File: config.mk
export PLATFORM = sky130hd
export DESIGN_NAME = multdiv_unit
export DESIGN_NICKNAME = d
export VERILOG_FILES = /design/src/rtl/multdiv_pkg.sv /design/src/rtl/multdiv_divider.sv /design/src/rtl/multdiv_unit.sv
export SDC_FILE = /design/constraint.sdc
export NUM_CORES = 1
export LEC_CHECK = 0
export BUFFER_PORTS_ARGS = -buffer_cell sky130_fd_sc_hd__clkbuf_2
export CELL_PAD_IN_SITES_DETAIL_PLACEMENT = 1
export CELL_PAD_IN_SITES_GLOBAL_PLACEMENT = 1
export CORE_ASPECT_RATIO = 1.4
export CORE_MARGIN = 5
export CORE_UTILIZATION = 35
export DETAILED_ROUTE_END_ITERATION = 10
export PLACE_DENSITY_LB_ADDON = 0.1
export SYNTH_ARGS = -nofsm -noshare
export SYNTH_HDL_FRONTEND = slang
export SYNTH_SLANG_ARGS = --single-unit
export TNS_END_PERCENT = 10
File: constraint.sdc
create_clock -name clock -period 6.7 [get_ports clock]
set_clock_uncertainty 0.05 [all_clocks]
set_input_delay 0.335 -clock clock [delete_from_list [all_inputs] [get_ports clock]]
set_output_delay 0.335 -clock clock [all_outputs]
set_load 0.005 [all_outputs]
File: src/rtl/multdiv_pkg.sv
// Shared types and constants for the iterative multiply/divide unit.
package multdiv_pkg;

  typedef enum logic [1:0] {
    IDLE = 2'd0,
    MUL  = 2'd1,
    DIV  = 2'd2,
    DONE = 2'd3
  } md_state_e;

  localparam int          MD_ITER = 32;
  localparam logic [31:0] INT_MIN = 32'h8000_0000;

endpackage

File: src/rtl/multdiv_divider.sv
// Non-restoring unsigned divide datapath: one quotient bit per step, MSB first.
// Produces the quotient including the current step so the caller can capture it on the final edge.
module multdiv_divider #(
  parameter int W = 32
) (
  input  logic         clk,
  input  logic         srst,
  input  logic         load,
  input  logic         step,
  input  logic [W-1:0] dividend,
  input  logic [W-1:0] divisor,
  output logic [W-1:0] quotient_next,
  output logic         divisor_zero
);

  // Two extra bits keep the doubled partial remainder signed even when the divisor magnitude is 2^(W-1).
  logic [W+1:0] rem_q, rem_d;
  logic [W-1:0] quo_q, quo_d;
  logic [W-1:0] dvs_q, dvs_d;
  logic [W+1:0] shifted;
  logic [W+1:0] stepped;

  always_comb begin
    shifted = {rem_q[W:0], quo_q[W-1]};
    if (rem_q[W+1]) begin
      stepped = shifted + {2'b00, dvs_q};
    end else begin
      stepped = shifted - {2'b00, dvs_q};
    end
    quotient_next = {quo_q[W-2:0], ~stepped[W+1]};
    divisor_zero  = (dvs_q == '0);

    rem_d = rem_q;
    quo_d = quo_q;
    dvs_d = dvs_q;
    if (load) begin
      rem_d = '0;
      quo_d = dividend;
      dvs_d = divisor;
    end else if (step) begin
      rem_d = stepped;
      quo_d = quotient_next;
    end
  end

  always_ff @(posedge clk) begin
    if (srst) begin
      rem_q <= '0;
      quo_q <= '0;
      dvs_q <= '0;
    end else begin
      rem_q <= rem_d;
      quo_q <= quo_d;
      dvs_q <= dvs_d;
    end
  end

endmodule

File: src/rtl/multdiv_unit.sv
// Iterative signed multiply/divide unit with fixed DATA_WIDTH+1 cycle latency.
// Define MULTDIV_DIV_EN to build the divider; otherwise DIV returns 0 with exception set.
module multdiv_unit
  import multdiv_pkg::*;
#(
  parameter int DATA_WIDTH = MD_ITER
) (
  input  logic                  clock,
  input  logic                  ctrl_reset,
  input  logic                  ctrl_MULT,
  input  logic                  ctrl_DIV,
  input  logic [DATA_WIDTH-1:0] data_operandA,
  input  logic [DATA_WIDTH-1:0] data_operandB,
  input  logic [4:0]            ctrl_destReg,
  output logic [DATA_WIDTH-1:0] data_result,
  output logic                  data_exception,
  output logic                  data_resultRDY,
  output logic [4:0]            result_destReg,
  output logic                  busy
);

  localparam int             W         = DATA_WIDTH;
  localparam int             CW        = $clog2(W);
  localparam logic [CW-1:0]  LAST_ITER = CW'(W - 1);

  md_state_e      state_q, state_d;
  logic [CW-1:0]  cnt_q, cnt_d;
  logic [2*W-1:0] mcand_q, mcand_d;
  logic [2*W-1:0] acc_q, acc_d;
  logic [W-1:0]   mplier_q, mplier_d;
  logic           neg_q, neg_d;
  logic [4:0]     tag_q, tag_d;
  logic [W-1:0]   result_q, result_d;
  logic           exc_q, exc_d;
  logic           rdy_q, rdy_d;
  logic [4:0]     dest_q, dest_d;
  logic           busy_q, busy_d;

  logic [W-1:0]   a_mag, b_mag;
  logic [2*W-1:0] acc_step;
  logic [2*W-1:0] prod;
  logic           mul_exc;
  logic [W-1:0]   div_res;
  logic           div_exc;

  assign a_mag    = data_operandA[W-1] ? -data_operandA : data_operandA;
  assign b_mag    = data_operandB[W-1] ? -data_operandB : data_operandB;
  assign acc_step = acc_q + (mplier_q[0] ? mcand_q : '0);
  assign prod     = neg_q ? -acc_step : acc_step;
  assign mul_exc  = (prod[2*W-1:W] != {W{prod[W-1]}});

`ifdef MULTDIV_DIV_EN
  logic         div_load;
  logic [W-1:0] quo_next;
  logic         div_by_zero;

  assign div_load = ((state_q == IDLE) || (state_q == DONE)) && ctrl_DIV && !ctrl_MULT;

  multdiv_divider #(.W(W)) u_divider (
    .clk          (clock),
    .srst         (ctrl_reset),
    .load         (div_load),
    .step         (state_q == DIV),
    .dividend     (a_mag),
    .divisor      (b_mag),
    .quotient_next(quo_next),
    .divisor_zero (div_by_zero)
  );

  // A positive quotient with the top bit set can only come from INT_MIN / -1.
  always_comb begin
    div_res = neg_q ? -quo_next : quo_next;
    div_exc = div_by_zero || (!neg_q && quo_next[W-1]);
    if (div_by_zero) begin
      div_res = '0;
    end
  end
`else
  assign div_res = '0;
  assign div_exc = 1'b1;
`endif

  always_comb begin
    state_d  = state_q;
    cnt_d    = cnt_q;
    mcand_d  = mcand_q;
    acc_d    = acc_q;
    mplier_d = mplier_q;
    neg_d    = neg_q;
    tag_d    = tag_q;
    result_d = result_q;
    exc_d    = exc_q;
    rdy_d    = 1'b0;
    dest_d   = dest_q;
    busy_d   = busy_q;

    case (state_q)
      IDLE, DONE: begin
        state_d = IDLE;
        busy_d  = 1'b0;
        if (ctrl_MULT || ctrl_DIV) begin
          state_d  = ctrl_MULT ? MUL : DIV;
          busy_d   = 1'b1;
          cnt_d    = '0;
          acc_d    = '0;
          mcand_d  = {{W{1'b0}}, a_mag};
          mplier_d = b_mag;
          neg_d    = data_operandA[W-1] ^ data_operandB[W-1];
          tag_d    = ctrl_destReg;
        end
      end
      MUL: begin
        acc_d    = acc_step;
        mcand_d  = mcand_q << 1;
        mplier_d = mplier_q >> 1;
        cnt_d    = cnt_q + 1'b1;
        if (cnt_q == LAST_ITER) begin
          state_d  = DONE;
          busy_d   = 1'b0;
          rdy_d    = 1'b1;
          cnt_d    = '0;
          result_d = prod[W-1:0];
          exc_d    = mul_exc;
          dest_d   = tag_q;
        end
      end
      DIV: begin
        cnt_d = cnt_q + 1'b1;
        if (cnt_q == LAST_ITER) begin
          state_d  = DONE;
          busy_d   = 1'b0;
          rdy_d    = 1'b1;
          cnt_d    = '0;
          result_d = div_res;
          exc_d    = div_exc;
          dest_d   = tag_q;
        end
      end
      default: state_d = IDLE;
    endcase
  end

  always_ff @(posedge clock) begin
    if (ctrl_reset) begin
      state_q  <= IDLE;
      cnt_q    <= '0;
      mcand_q  <= '0;
      acc_q    <= '0;
      mplier_q <= '0;
      neg_q    <= 1'b0;
      tag_q    <= '0;
      result_q <= '0;
      exc_q    <= 1'b0;
      rdy_q    <= 1'b0;
      dest_q   <= '0;
      busy_q   <= 1'b0;
    end else begin
      state_q  <= state_d;
      cnt_q    <= cnt_d;
      mcand_q  <= mcand_d;
      acc_q    <= acc_d;
      mplier_q <= mplier_d;
      neg_q    <= neg_d;
      tag_q    <= tag_d;
      result_q <= result_d;
      exc_q    <= exc_d;
      rdy_q    <= rdy_d;
      dest_q   <= dest_d;
      busy_q   <= busy_d;
    end
  end

  assign data_result    = result_q;
  assign data_exception = exc_q;
  assign data_resultRDY = rdy_q;
  assign result_destReg = dest_q;
  assign busy           = busy_q;

endmodule

# --- Word level (Yosys, flattened, before mapping) ---
# Index checks and enable logic that the tools add are counted.
# Widths: inputs -> output; s select.
op_classes:
  add_sub_neg: 5
  eq_ne: 9
  muxes: 27
  bitwise_logic: 2
  n_reduce_logical: 11
op_table:
  columns: ["operator", "count"]
  rows:
  - ["$mux 64", 4]
  - ["$pmux 64 s2", 2]
  - ["$mux 32", 5]
  - ["$pmux 32 s2", 2]
  - ["$add 64x64->64", 1]
  - ["$neg 32->32", 2]
  - ["$neg 64->64", 1]
  - ["$ne 32x32->1", 1]
  - ["$mux 5", 2]
  - ["$pmux 5 s2", 1]
  - ["$mux 2", 3]
  - ["$ne 2x2->1 const B", 3]
  - ["$reduce_and 2->1", 3]
  - ["$reduce_or 2->1", 3]
  - ["$add 5x1->5 const B", 1]
  - ["$eq 5x5->1 const B", 1]
  - ["$mux 1", 5]
  - ["$eq 2x2->1 const B", 2]
  - ["$pmux 1 s2", 2]
  - ["$pmux 2 s2", 1]
  - ["$reduce_bool 2->1", 2]
  - ["$reduce_and 3->1", 1]
  - ["$eq 2x1->1 const B", 1]
  - ["$logic_not 2->1", 1]
  - ["other kinds (4)", 4]
word_totals:
  register_bits: 213
  in_bits: 73
  output_inout_bits: 40
  wordCells: 66

# --- Logic depth before layout (Yosys ltp) ---
depth:
  ltp_word: 7
  mapped_depth: 22
  ltp_nobuf: 19

# --- Worst setup path after synthesis ---
# OpenSTA, ideal clock, no wires.
synth_timing:
  path_kind: "register to register"
  from: "register mplier_q[0]"
  to: "register exc_q (netlist: data_exception)"
  setup_time_ns: 0.125
  arrival_time_ns: 5.624
  required_ns: 6.525
  setup_slack_ns: 0.901
  stages_incl_launch_ff: 22
  path_buffers: 2
  synth_period_minus_slack_ns: 5.799
  path_cell_list: "dfxtp_1 -> clkbuf_1 -> clkbuf_1 -> and2_1 -> ha_1 -> inv_1 -> fa_1 -> nand2b_1 -> a21o_1 -> xnor2_1 -> o32a_1 -> nor3_1 -> nand4b_1 -> nor4_1 -> nand4_1 -> o31ai_1 -> xor2_1 -> nor4_1 -> nand3_1 -> or4_1 -> a221o_1 -> o41a_1"
synth_between:
  elab_chain_cells: 7
synth_lines:
  columns: ["item", "line_no", "text"]
  rows:
  - ["start: declaration", "multdiv_unit.sv:30", "logic [W-1:0] mplier_q, mplier_d;"]
  - ["start signal: assignment", "multdiv_unit.sv:162", "mplier_q <= mplier_d;"]
  - ["$mux 64 *", "multdiv_unit.sv:48", "assign acc_step = acc_q + (mplier_q[0] ? mcand_q : '0);"]
  - ["$add 64x64->64 *", "multdiv_unit.sv:48", null]
  - ["$neg 64->64", "multdiv_unit.sv:49", "assign prod = neg_q ? -acc_step : acc_step;"]
  - ["$mux 64 *", "multdiv_unit.sv:49", null]
  - ["$ne 32x32->1 *", "multdiv_unit.sv:50", "assign mul_exc = (prod[2*W-1:W] != {W{prod[W-1]}});"]
  - ["$mux 1 *", "multdiv_unit.sv:117", "if (cnt_q == LAST_ITER) begin"]
  - ["$pmux 1 s2 *", "multdiv_unit.sv:97", "case (state_q)"]
  - ["end signal: assignment", "multdiv_unit.sv:153", "exc_q <= 1'b0;"]
  - ["end signal: assignment", "multdiv_unit.sv:166", "exc_q <= exc_d;"]
  - ["end: declaration", "multdiv_unit.sv:34", "logic exc_q, exc_d;"]
# Every way passes the cells marked *; elsewhere a longest branch is shown, timed or not. The select of a mux whose other input is x is not followed.
# A chain may end at the register's enable or synchronous reset.

# --- Final worst setup path ---
# Same ends and word-level chain as after synthesis.

==> results by group <==
Final layout
  • Share of cells above drive strength 1: 11.8%
  • Layout Nets: 2,365
  • Area grow syn2layout: 13.1%
  • Antenna cell count: 0

Global route
  • GRT Overall Usage: 24.2%
  • Antenna violations before repair: 1
  • Largest net degree at the start of global routing: 81
  • Global-route wire length before repair: 95.9 mm
  • Vias in the first global route: 16,920
  • GR Overflow Total: 0

Synthesis
  • Mapped Area: 15,800 um2
  • Sequential fraction of the synthesis area: 27.1%
  • Yosys warning count: 0
  • Yosys reg bits: 213
  • Avg Cell Area, Syn: 7.29 um2
  • Synth top area share: 27.1%
  • Cell variety after synth: 97
  • Async SR Flop Fraction: 0%
  • Top post-synthesis cells by area: dfxtp_1, nand2_1, nor2_1, a22oi_1, ha_1
  • Yosys top cell by area: dfxtp_1
  • Syn nets: 2,306
  • Mapped Cells: 2,162
  • Main synth FF type: dfxtp_1
  • EDFF count, synth: 0

STA
  • Final min period: 6.35 ns
  • Setup TNS: 0 ns
  • Crit share post-route: 94.8%
  • Final setup fails: 0
  • RSZ-0062 raised after global routing: false
  • Final hold viol count: 0
  • Max Clock Freq: 0.157 GHz
  • Fin Hold WS: 0.0293 ns
  • Worst-Margin Slew: 0.954 ns
  • Max-slew violations: 0
  • Slew margin rel.: 36.0%

Hold path
  • HP Class: in2reg

Power
  • PD cells: 259 nW/um2
  • Worst vdd ir: 0.225 mV
  • Leakage power: 7.02 nW

Detailed routing
  • Initial DRC count: 843
  • DRC Markers: 0
  • Vias: 16,239
  • DR vias/cell: 5.79
  • Drt first pass iters: 6
  • DR WL/cell: 22.0 um
  • Routed Antenna Nets: 0
  • WL final: 61.5 mm

Outcome
  • Status: complete, no violations

CTS
  • Clock latency on the worst-skew pair: 0.57 ns
  • Reg clk slew, reported paths: 0.06 ns
  • Clock Path Buffers: 3
  • CTS tree: done
  • # clock sinks: 213
  • Root Driver: clkbuf_16
  • Total CTS buffers: 26
  • H-tree depth: 1

Floorplanning
  • Die height: 261 um
  • Core area: 44,800 um2
  • Starting density of the core: 35.2%
  • IO Pins: 113
  • DIE AREA: 49,400 um2
  • # rows: 92
  • Die width: 189 um

Placement
  • IO buf count: 112
  • Dpl hpwl: 47.5 mm
  • Routability Congestion: 0.984

Critical path
  • Maximum fanout along the worst path: 37
  • CP Data Required Time: 7.10 ns
  • Worst setup EP type: register
  • Critical Path AT: 6.76 ns
  • Critical Setup Path Class: reg2reg
  • Crit start category: register

Run
  • Max_cap viols: 0
-- state kept, by name, indices dropped and copies added, names as in the netlist --
signal / count
tag_q: 5
neg_q: 1
data_result: 32
data_resultRDY: 1
cnt_q: 5
mcand_q: 64
result_destReg: 5
data_exception: 1
acc_q: 64
mplier_q: 32
state_q: 2
busy: 1
-- worst max-delay path: stages (launching register included) --
cell and delay [ns]:
dfxtp_2 0.39, buf_12 0.20, and2_1 0.18, ha_1 0.49, nand2_1 0.21, nor2_1 0.49
nand4_1 0.37, a211oi_2 0.53, o21ai_0 0.16, and4b_1 0.31, o21bai_1 0.26, nor4_2 0.44
nand4b_1 0.32, or2_4 0.35, o21ai_2 0.15, xnor2_1 0.09, or4_1 0.52, a221o_1 0.33
o41a_1 0.41
-- per-stage QoR --
step / cells / utilization, % / instance area, um2 / power, W / worst slack (ns)
after floorplan: 2162 / - / 15800 / 0.00267 / 0.901
after global placement: 2751 / 37.8 / 16900 / 0.00320 / 0.569
after detailed placement: 2751 / 37.8 / 16900 / 0.00323 / 0.524
after CTS: 2803 / 39.8 / 17800 / 0.00468 / 0.508
after global routing: 2803 / 39.8 / 17800 / 0.00491 / 0.112
final: 2803 / 39.8 / 17800 / 0.00461 / 0.346
-- final timing paths --
check	slack (ns)	to	depth (start not counted)	from
min	0.03	state_q[0]	3	ctrl_MULT
min reg2reg	0.41	mplier_q[24]	2	mplier_q[24]
max	0.35	data_exception	18	mplier_q[0]
max reg2reg	0.35	data_exception	18	mplier_q[0]
-- Yosys cell counts (8+ instances only) --
cell	count
or2_2	9
o41ai_1	14
buf_2	12
xnor2_1	78
clkbuf_1	115
mux2i_1	11
a31oi_1	13
xor2_1	92
nor2_1	262
o31ai_1	38
nand2b_1	12
nor4_1	19
nor3_1	44
nand3_1	29
a21oi_1	163
o21ai_1	14
a211oi_1	16
and2_1	69
nand2_1	319
o21a_1	16
o211ai_1	9
nor2b_1	12
inv_1	26
a22oi_1	118
o21ai_0	135
ha_1	70
or4_1	8
and3_1	13
dfxtp_1	213
a21o_1	24
or3_1	22
nand4_1	37
-- area by class of cell --
type,instances,area (um2)
fillers,5593,27000
multi-input cells,1786,10900
flip-flops and latches,213,4270
repair buffers,168,1010
clock buffers,37,732
well taps,564,706
inverters,26,97.6
clock inverters,9,96.3
-- what timing repair did --
action,CTS,global route
setup buffers,0,0
hold buffers,6,0
hold endpoints to repair,6,0
resized for setup,0,1
endpoints found under the setup margin,0,1
-- cell usage in the layout (no fill, tap or decap), types with 9 or more instances in the layout --
master and instances:
nand2b_1 12, nor4_1 19, and2_1 68, o211ai_1 9
nor2b_1 12, clkbuf_16 26, xor2_1 92, dfxtp_1 211
clkbuf_2 111, buf_4 49, inv_1 26, nand4_1 37
o31ai_1 38, o21ai_0 135, nand2_1 319, nor3_1 43
and3_1 13, a211oi_1 16, or2_2 9, o21ai_1 12
xnor2_1 78, a21o_1 24, or3_1 22, a21oi_1 163
nor2_1 260, nand3_1 29, a22oi_1 118, a31oi_1 13
o41ai_1 14, mux2i_1 11, ha_1 69, o21a_1 16
-- cell families (layout without fill, tap and decap cells) --
family,Yosys count,in the layout,synth area share [%]
muxes,13,13,0.842
adders and majority gates,71,71,5.69
and+or+nand+nor,899,899,26.9
DFF,213,213,27.1
xor gates and xnor gates,170,170,9.45
AOI/OAI and AO/OA,633,633,26.0
buffers and inverters,163,240,4.06
-- routing by layer --
metal	share of wire, %	routed length [um]	global-route usage [%]	vias to the layer above
li1	-	-	-	7841
met1	40	24300	27.0	7892
met2	52	31800	45.5	360
met3	3.4	2070	2.83	144
met4	5.5	3360	11.8	2
met5	0.023	14	0	-
-- report_power, final --
group | switching, W | total [W] | internal (W)
Clock | 0.000614 | 0.00141 | 0.000800
Sequential | 0.0000911 | 0.00147 | 0.00138
Combinational | 0.00117 | 0.00172 | 0.000551
Total | 0.00187 | 0.00461 | 0.00273
Note: power is estimated with default switching activity, not from simulation.
